`src/rtl/boot_pkg.sv`:
```
// Shared constants and state encoding for the UART boot loader: command
// codes, response bytes, header length and the controller state enum.
package boot_pkg;

   localparam logic [7:0] CMD_LOAD = 8'h4C;
   localparam logic [7:0] CMD_READ = 8'h52;
   localparam logic [7:0] CMD_GO   = 8'h47;

   localparam logic [7:0] RSP_ACK  = 8'h06;
   localparam logic [7:0] RSP_NAK  = 8'h15;

   // addr[15:0] + len[15:0], little-endian
   localparam int HDR_BYTES = 4;
   localparam int HDR_CNT_W = $clog2(HDR_BYTES);

   typedef enum logic [3:0] {
      ST_IDLE,
      ST_HDR,
      ST_DATA,
      ST_CSUM,
      ST_RD_REQ,
      ST_RD_WAIT,
      ST_RD_SEND,
      ST_RD_CSUM,
      ST_RESP,
      ST_GO
   } state_t;

endpackage

```
`src/rtl/uart_tx_handshake.sv`:
```
// Single-byte request/accept front end for the UART transmitter. Owns the
// tx_start / tx_busy spacing rule so the controller only has to hold req.
module uart_tx_handshake (
   input  logic       clk,
   input  logic       reset,
   input  logic       req,
   input  logic [7:0] req_data,
   output logic       accept,
   input  logic       tx_busy,
   output logic       tx_start,
   output logic [7:0] tx_data
);

   logic holdoff;

   // tx_busy is not trusted in the strobe cycle nor in the cycle after it
   assign accept = req && !tx_start && !holdoff && !tx_busy;

   always_ff @(posedge clk) begin
      // NOTE: non-blocking assignments so every flop samples pre-edge values.
      if (reset) begin
         tx_start <= 1'b0;
         holdoff  <= 1'b0;
         tx_data  <= 8'h00;
      end else begin
         tx_start <= accept;
         holdoff  <= tx_start;
         if (accept) tx_data <= req_data;
      end
   end

endmodule

```
`src/rtl/uart_boot_ctrl.sv`:
```
// UART boot controller: parses L/R/G frames, loads and reads back instruction
// memory with checksums, and holds the pipeline stalled until GO.
module uart_boot_ctrl
   import boot_pkg::*;
#(
   parameter int ADDR_W         = 8,
   parameter int DATA_W         = 32,
   parameter int TIMEOUT_CYCLES = 5_000_000
) (
   input  logic              clk,
   input  logic              reset,
   input  logic [7:0]        rx_data,
   input  logic              rx_valid,
   output logic [7:0]        tx_data,
   output logic              tx_start,
   input  logic              tx_busy,
   output logic              mem_we,
   output logic              mem_re,
   output logic [ADDR_W-1:0] mem_addr,
   output logic [DATA_W-1:0] mem_wdata,
   input  logic [DATA_W-1:0] mem_rdata,
   output logic              stall_pro,
   output logic              core_reset
);

   localparam int BYTES = DATA_W / 8;
   localparam int BI_W  = (BYTES > 1) ? $clog2(BYTES) : 1;
   localparam int TO_W  = (TIMEOUT_CYCLES > 1) ? $clog2(TIMEOUT_CYCLES) : 1;

   state_t               state, state_next;
   logic [HDR_CNT_W-1:0] hdr_cnt;
   logic                 is_read;
   logic                 go_after;
   logic [15:0]          addr_field;
   logic [7:0]           len_lo;
   logic [15:0]          words_left;
   logic [BI_W-1:0]      byte_idx;
   logic [DATA_W-1:0]    word_buf;
   logic [DATA_W-1:0]    word_next;
   logic [7:0]           csum;
   logic [7:0]           resp_byte;
   logic [TO_W-1:0]      to_cnt;

   logic                 in_frame, to_hit;
   logic                 last_byte, last_word, hdr_last, hdr_bad;
   logic [15:0]          hdr_len;
   logic [16:0]          hdr_end;
   logic                 tx_req, tx_accept;
   logic [7:0]           tx_req_data;

   assign last_byte = (byte_idx == BI_W'(BYTES - 1));
   assign last_word = (words_left == 16'd1);
   assign hdr_last  = (hdr_cnt == HDR_CNT_W'(HDR_BYTES - 1));

   // Header is judged while its final byte is still on rx_data
   assign hdr_len = {rx_data, len_lo};
   assign hdr_end = {1'b0, addr_field} + {1'b0, hdr_len} - 17'd1;
   assign hdr_bad = (hdr_len == 16'd0)
                 || ((addr_field >> ADDR_W) != 16'd0)
                 || ((hdr_end >> ADDR_W) != 17'd0);

   assign word_next = (word_buf >> 8) | (DATA_W'(rx_data) << (DATA_W - 8));

   assign in_frame = (state == ST_HDR) || (state == ST_DATA) || (state == ST_CSUM);
   assign to_hit   = in_frame && !rx_valid && (to_cnt == TO_W'(TIMEOUT_CYCLES - 1));

   uart_tx_handshake u_tx (
      .clk      (clk),
      .reset    (reset),
      .req      (tx_req),
      .req_data (tx_req_data),
      .accept   (tx_accept),
      .tx_busy  (tx_busy),
      .tx_start (tx_start),
      .tx_data  (tx_data)
   );

   always_ff @(posedge clk) begin
      if (reset) state <= ST_IDLE;
      else       state <= state_next;
   end

   always_comb begin
      // NOTE: default first so no path through the case leaves a latch behind.
      state_next = state;
      case (state)
         ST_IDLE: begin
            if (rx_valid) begin
               if (rx_data == CMD_LOAD || rx_data == CMD_READ) state_next = ST_HDR;
               else                                            state_next = ST_RESP;
            end
         end
         ST_HDR: begin
            if (rx_valid && hdr_last)
               state_next = hdr_bad ? ST_RESP : (is_read ? ST_RD_REQ : ST_DATA);
            else if (to_hit)
               state_next = ST_RESP;
         end
         ST_DATA: begin
            if (rx_valid && last_byte && last_word) state_next = ST_CSUM;
            else if (to_hit)                        state_next = ST_RESP;
         end
         ST_CSUM:    if (rx_valid || to_hit) state_next = ST_RESP;
         ST_RD_REQ:  state_next = ST_RD_WAIT;
         ST_RD_WAIT: state_next = ST_RD_SEND;
         ST_RD_SEND: begin
            if (tx_accept && last_byte) state_next = last_word ? ST_RD_CSUM : ST_RD_REQ;
         end
         ST_RD_CSUM: if (tx_accept) state_next = ST_IDLE;
         ST_RESP:    if (tx_accept) state_next = go_after ? ST_GO : ST_IDLE;
         ST_GO:      state_next = ST_IDLE;
         default:    state_next = ST_IDLE;
      endcase
   end

   always_comb begin
      tx_req      = 1'b0;
      tx_req_data = resp_byte;
      case (state)
         ST_RD_SEND: begin
            tx_req      = 1'b1;
            tx_req_data = word_buf[7:0];
         end
         ST_RD_CSUM: begin
            tx_req      = 1'b1;
            tx_req_data = csum;
         end
         ST_RESP: tx_req = 1'b1;
         default: ;
      endcase
   end

   always_ff @(posedge clk) begin
      if (reset || rx_valid || !in_frame) to_cnt <= '0;
      else if (!to_hit)                   to_cnt <= to_cnt + TO_W'(1);
   end

   always_ff @(posedge clk) begin
      if (reset) begin
         hdr_cnt    <= '0;
         is_read    <= 1'b0;
         go_after   <= 1'b0;
         addr_field <= 16'd0;
         len_lo     <= 8'd0;
         words_left <= 16'd0;
         byte_idx   <= '0;
         word_buf   <= '0;
         csum       <= 8'd0;
         resp_byte  <= 8'd0;
         mem_we     <= 1'b0;
         mem_re     <= 1'b0;
         mem_addr   <= '0;
         mem_wdata  <= '0;
         stall_pro  <= 1'b1;
         core_reset <= 1'b0;
      end else begin
         mem_we     <= 1'b0;
         mem_re     <= (state_next == ST_RD_REQ);
         core_reset <= (state == ST_GO);
         if (state == ST_GO) stall_pro <= 1'b0;
         // A write seen while still in DATA was not the last word: advance
         if (mem_we && state == ST_DATA) mem_addr <= mem_addr + ADDR_W'(1);

         case (state)
            ST_IDLE: begin
               if (rx_valid) begin
                  hdr_cnt  <= '0;
                  go_after <= (rx_data == CMD_GO);
                  case (rx_data)
                     CMD_LOAD: begin
                        is_read   <= 1'b0;
                        stall_pro <= 1'b1;
                     end
                     CMD_READ: begin
                        is_read   <= 1'b1;
                        stall_pro <= 1'b1;
                     end
                     CMD_GO:  resp_byte <= RSP_ACK;
                     default: resp_byte <= RSP_NAK;
                  endcase
               end
            end
            ST_HDR: begin
               resp_byte <= RSP_NAK;
               if (rx_valid) begin
                  hdr_cnt <= hdr_cnt + HDR_CNT_W'(1);
                  case (hdr_cnt)
                     HDR_CNT_W'(0): addr_field[7:0]  <= rx_data;
                     HDR_CNT_W'(1): addr_field[15:8] <= rx_data;
                     HDR_CNT_W'(2): len_lo           <= rx_data;
                     default: begin
                        words_left <= hdr_len;
                        mem_addr   <= addr_field[ADDR_W-1:0];
                        byte_idx   <= '0;
                        csum       <= 8'd0;
                     end
                  endcase
               end
            end
            ST_DATA: begin
               resp_byte <= RSP_NAK;
               if (rx_valid) begin
                  csum     <= csum + rx_data;
                  word_buf <= word_next;
                  byte_idx <= last_byte ? '0 : byte_idx + BI_W'(1);
                  if (last_byte) begin
                     mem_we    <= 1'b1;
                     mem_wdata <= word_next;
                     if (!last_word) words_left <= words_left - 16'd1;
                  end
               end
            end
            ST_CSUM: resp_byte <= (rx_valid && rx_data == csum) ? RSP_ACK : RSP_NAK;
            ST_RD_WAIT: word_buf <= mem_rdata;
            ST_RD_SEND: begin
               if (tx_accept) begin
                  csum     <= csum + word_buf[7:0];
                  word_buf <= word_buf >> 8;
                  byte_idx <= last_byte ? '0 : byte_idx + BI_W'(1);
                  if (last_byte && !last_word) begin
                     words_left <= words_left - 16'd1;
                     mem_addr   <= mem_addr + ADDR_W'(1);
                  end
               end
            end
            default: ;
         endcase
      end
   end

endmodule
```
`config.mk`:
```
export PLATFORM = sky130hd
export DESIGN_NAME = uart_boot_ctrl
export DESIGN_NICKNAME = d
export VERILOG_FILES = /design/src/rtl/boot_pkg.sv /design/src/rtl/uart_tx_handshake.sv /design/src/rtl/uart_boot_ctrl.sv
export SDC_FILE = /design/constraint.sdc
export NUM_CORES = 1
export LEC_CHECK = 0
export ABC_AREA = 1
export CORE_AREA = 8 8 157 159
export DETAILED_ROUTE_END_ITERATION = 10
export DIE_AREA = 0 0 165 167
export SLEW_MARGIN = 10
export SYNTH_ARGS = -nofsm -noshare
export SYNTH_HDL_FRONTEND = slang
export SYNTH_SLANG_ARGS = --single-unit
```
`constraint.sdc`:
```
create_clock -name clk -period 3.06 [get_ports clk]
set_clock_uncertainty 0.05 [all_clocks]
set_input_delay 0.612 -clock clk [delete_from_list [all_inputs] [get_ports clk]]
set_output_delay 0.612 -clock clk [all_outputs]
set_load 0.05 [all_outputs]
```
==> metrics.csv <==
metric,value,unit
cts-resized-gates,0,
critPathKind,primary input to register,
ios,97,
yosysTopAreaCell,dfxtp_1,
fin_crit,2841,ps
hold-path-cell-count,2,
yosys_warnings,0,
synth_cell_types,54,
min_period_over_period,92.83,%
worst_path_largest_cell_delay,480,ps
synthesis.area,9802,sq um
cts_tree,built,
placed_area,11270,sq um
max_clock_freq,0.3520,GHz
drc,0,
syn_nets,1544,
ys.flop_type,dfxtp_1,
synth_edf_count,0,
drt_first_iter_violations,685,
cts_sinks,170,
power_density,465.9,nW/um^2
dieHeight,167,microns
floorplan.initialDensity,44.10,%
path_cells,clkdlybuf4s50_1 -> inv_1 -> ha_1 -> inv_1 -> ha_1 -> nand2_1 -> nor2_1 -> and2_1 -> nand2_1 -> nand3_1 -> nand4_1 -> nor2_1 -> nand3_1 -> o21ai_0 -> nand2_1 -> nor2_1,
maxCapViolCount,0,
reg2reg_depth,18,
cts_root_buf,clkbuf_16,
timing.hold.ws,390.7,ps
routed_wl,29.57,mm
fin_nets,1652,
cp_max_fo,4,
ys_seq_area_share,34.72,%
netlist_instances,1453,
clock_latency,440,ps
antenna_found_initial,1,
antenna_left,0,
track_usage,21.37,%
wl_per_cell,15.91,microns
peakVddDrop,0.0002921,V
synth_seq_cells,170,
cts_hold_buf,0,
drive_gt1_share,9.720,%
path_clk_slew,70,ps
worstMarginPinSlew,572.5,ps
syn_to_final_growth,21.73,%
synth.most_common_cell,nand2_1,
cts_max_path_buffers,2,
cp.arrival,3150,ps
via_per_inst,5.224,
vias,9712,
diodes,0,
cp_slowest_cell,clkdlybuf4s50_1,
htree_num_levels,4,
grt.overflow.total,0,
gp_congestion,0.8902,
drt-pass1-iter-count,5,
setup_violations,0,
finalInstanceArea,11930,sq um
crit_cells,16,
place_hpwl,22.36,mm
hold_path.class,register to register,
hold_violations,0,
grt_max_degree,65,
core,22230,sq um
relSlewSlack,61.48,%
yosysTopAreaCellShare,34.72,%
synth_common_cells,"293 x nand2_1, 215 x inv_1, 170 x dfxtp_1, 128 x a21oi_1, 128 x o21ai_0",
row_count,55,
path_delay_family,simple AND/OR/NAND/NOR gates,
die_x,165,microns
startpoint_type,primary input,
io_buffers,96,
die_area,27560,sq um
avgSynthCellArea,6.746,sq um
grt_pass1_wl,47.51,mm
finalSetupTns,0,ps
path_buf_inv,3,
rsz0062_at_grt,no,
status,completed,
end_kind,register,
cts_setup_buffers,0,
grt_pass1_vias,9159,
final_max_slew_viol_count,0,
cts_buffers,17,
p_leak,4.870,nW
cp.required,3370,ps
async_flop_share,0,%
synthTopCellsByArea,"dfxtp_1 35%, nand2_1 11%, inv_1 8.2%",
==> cell type report <==
cell class	count	area, sq um
Fill cell	2271	10300
Multi-Input combinational cell	990	5284
Sequential cell	170	3405
Timing Repair Buffer	145	1371
Inverter	237	892.1
Clock buffer	17	425.4
Tap cell	285	356.6
Clock inverter	15	197.7
==> cells in the final DEF, fill, tap and decap left out, types with 4 or more instances in the layout <==
master / n
nor2_1: 112
buf_4: 46
a211oi_1: 6
clkdlybuf4s50_1: 94
ha_1: 44
nand3_1: 56
nor4_1: 9
o21ai_1: 33
xor2_1: 15
xnor2_1: 7
nor2_2: 5
inv_1: 214
a41oi_1: 4
inv_6: 4
a21oi_2: 10
o22ai_1: 6
dfxtp_1: 169
nand2_2: 5
o21ai_0: 128
a21oi_1: 123
nor2_4: 4
nor3_1: 22
a31oi_1: 43
o211ai_1: 5
or2_2: 7
clkbuf_16: 17
nand4_1: 18
nand2_1: 293
clkinv_8: 4
inv_2: 22
==> worst reg2reg max path: cells and delay by family (launching register included) <==
| kind | cells | cell delay [ps] |
|---|---|---|
| AOI/OAI and AO/OA | 3 | 450 |
| adders and majority gates | 1 | 290 |
| and+or+nand+nor | 11 | 1030 |
| DFF | 1 | 400 |
| xor gates and xnor gates | 1 | 160 |
| buffers and inverters | 2 | 310 |
==> report_power, final <==
group	internal, W	leakage [nW]	total (W)	switching [W]
combinational	0.000370	3.19	0.000985	0.000615
sequential	0.00226	1.37	0.00231	0.0000444
clock	0.00119	0.303	0.00227	0.00108
total	0.00382	4.87	0.00556	0.00174
==> worst paths after layout <==
check,startpoint,endpoint,slack (ps)
min reg2reg,u_tx.tx_start,u_tx.holdoff,390
min,u_tx.tx_start,u_tx.holdoff,390
max reg2reg,state[0],csum[6],250
max,rx_data[4],mem_re,220
==> state kept, by name, indices dropped and copies added, names as in the netlist, 3 cells and up <==
| register | cells |
|---|---|
| word_buf | 32 |
| mem_addr | 8 |
| u_tx.tx_data | 8 |
| to_cnt | 23 |
| len_lo | 8 |
| resp_byte | 3 |
| mem_wdata | 32 |
| state | 4 |
| words_left | 16 |
| addr_field | 16 |
| csum | 8 |
==> per-layer routing <==
layer  vias to the layer above  routed length [microns]  GRT usage [%]  part of all wire [%]
met3                        39                     1853          4.709                   6.3
li1                       4996                        -              -                     -
met1                      4423                    13970          29.00                    47
met5                         -                       13              0                 0.044
met4                         2                      554          6.348                   1.9
met2                       252                    13180          33.11                    45
==> per-stage QoR <==
step	worst slack, ps	utilization, %	total power (W)	instances
2_1_floorplan	271.6	-	0.003005	1453
3_3_place_gp	-363.3	50.68	0.003331	1827
3_5_place_dp	-386.8	50.68	0.003330	1827
4_1_cts	53.57	53.49	0.005594	1859
5_1_grt	11.44	53.68	0.005801	1859
6_report	219.3	53.68	0.005558	1859
==> cells by family after synthesis <==
| kind of cell | count (synthesis) | synth area share [%] |
|---|---|---|
| XOR/XNOR | 22 | 1.966 |
| flip-flops | 170 | 34.72 |
| AO/OA/AOI/OAI | 372 | 20.87 |
| adder cells (fa/ha/maj) | 47 | 6.076 |
| buffers and inverters | 293 | 11.79 |
| AND/OR/NAND/NOR | 549 | 24.57 |
Power figures use the tool's default switching activity.
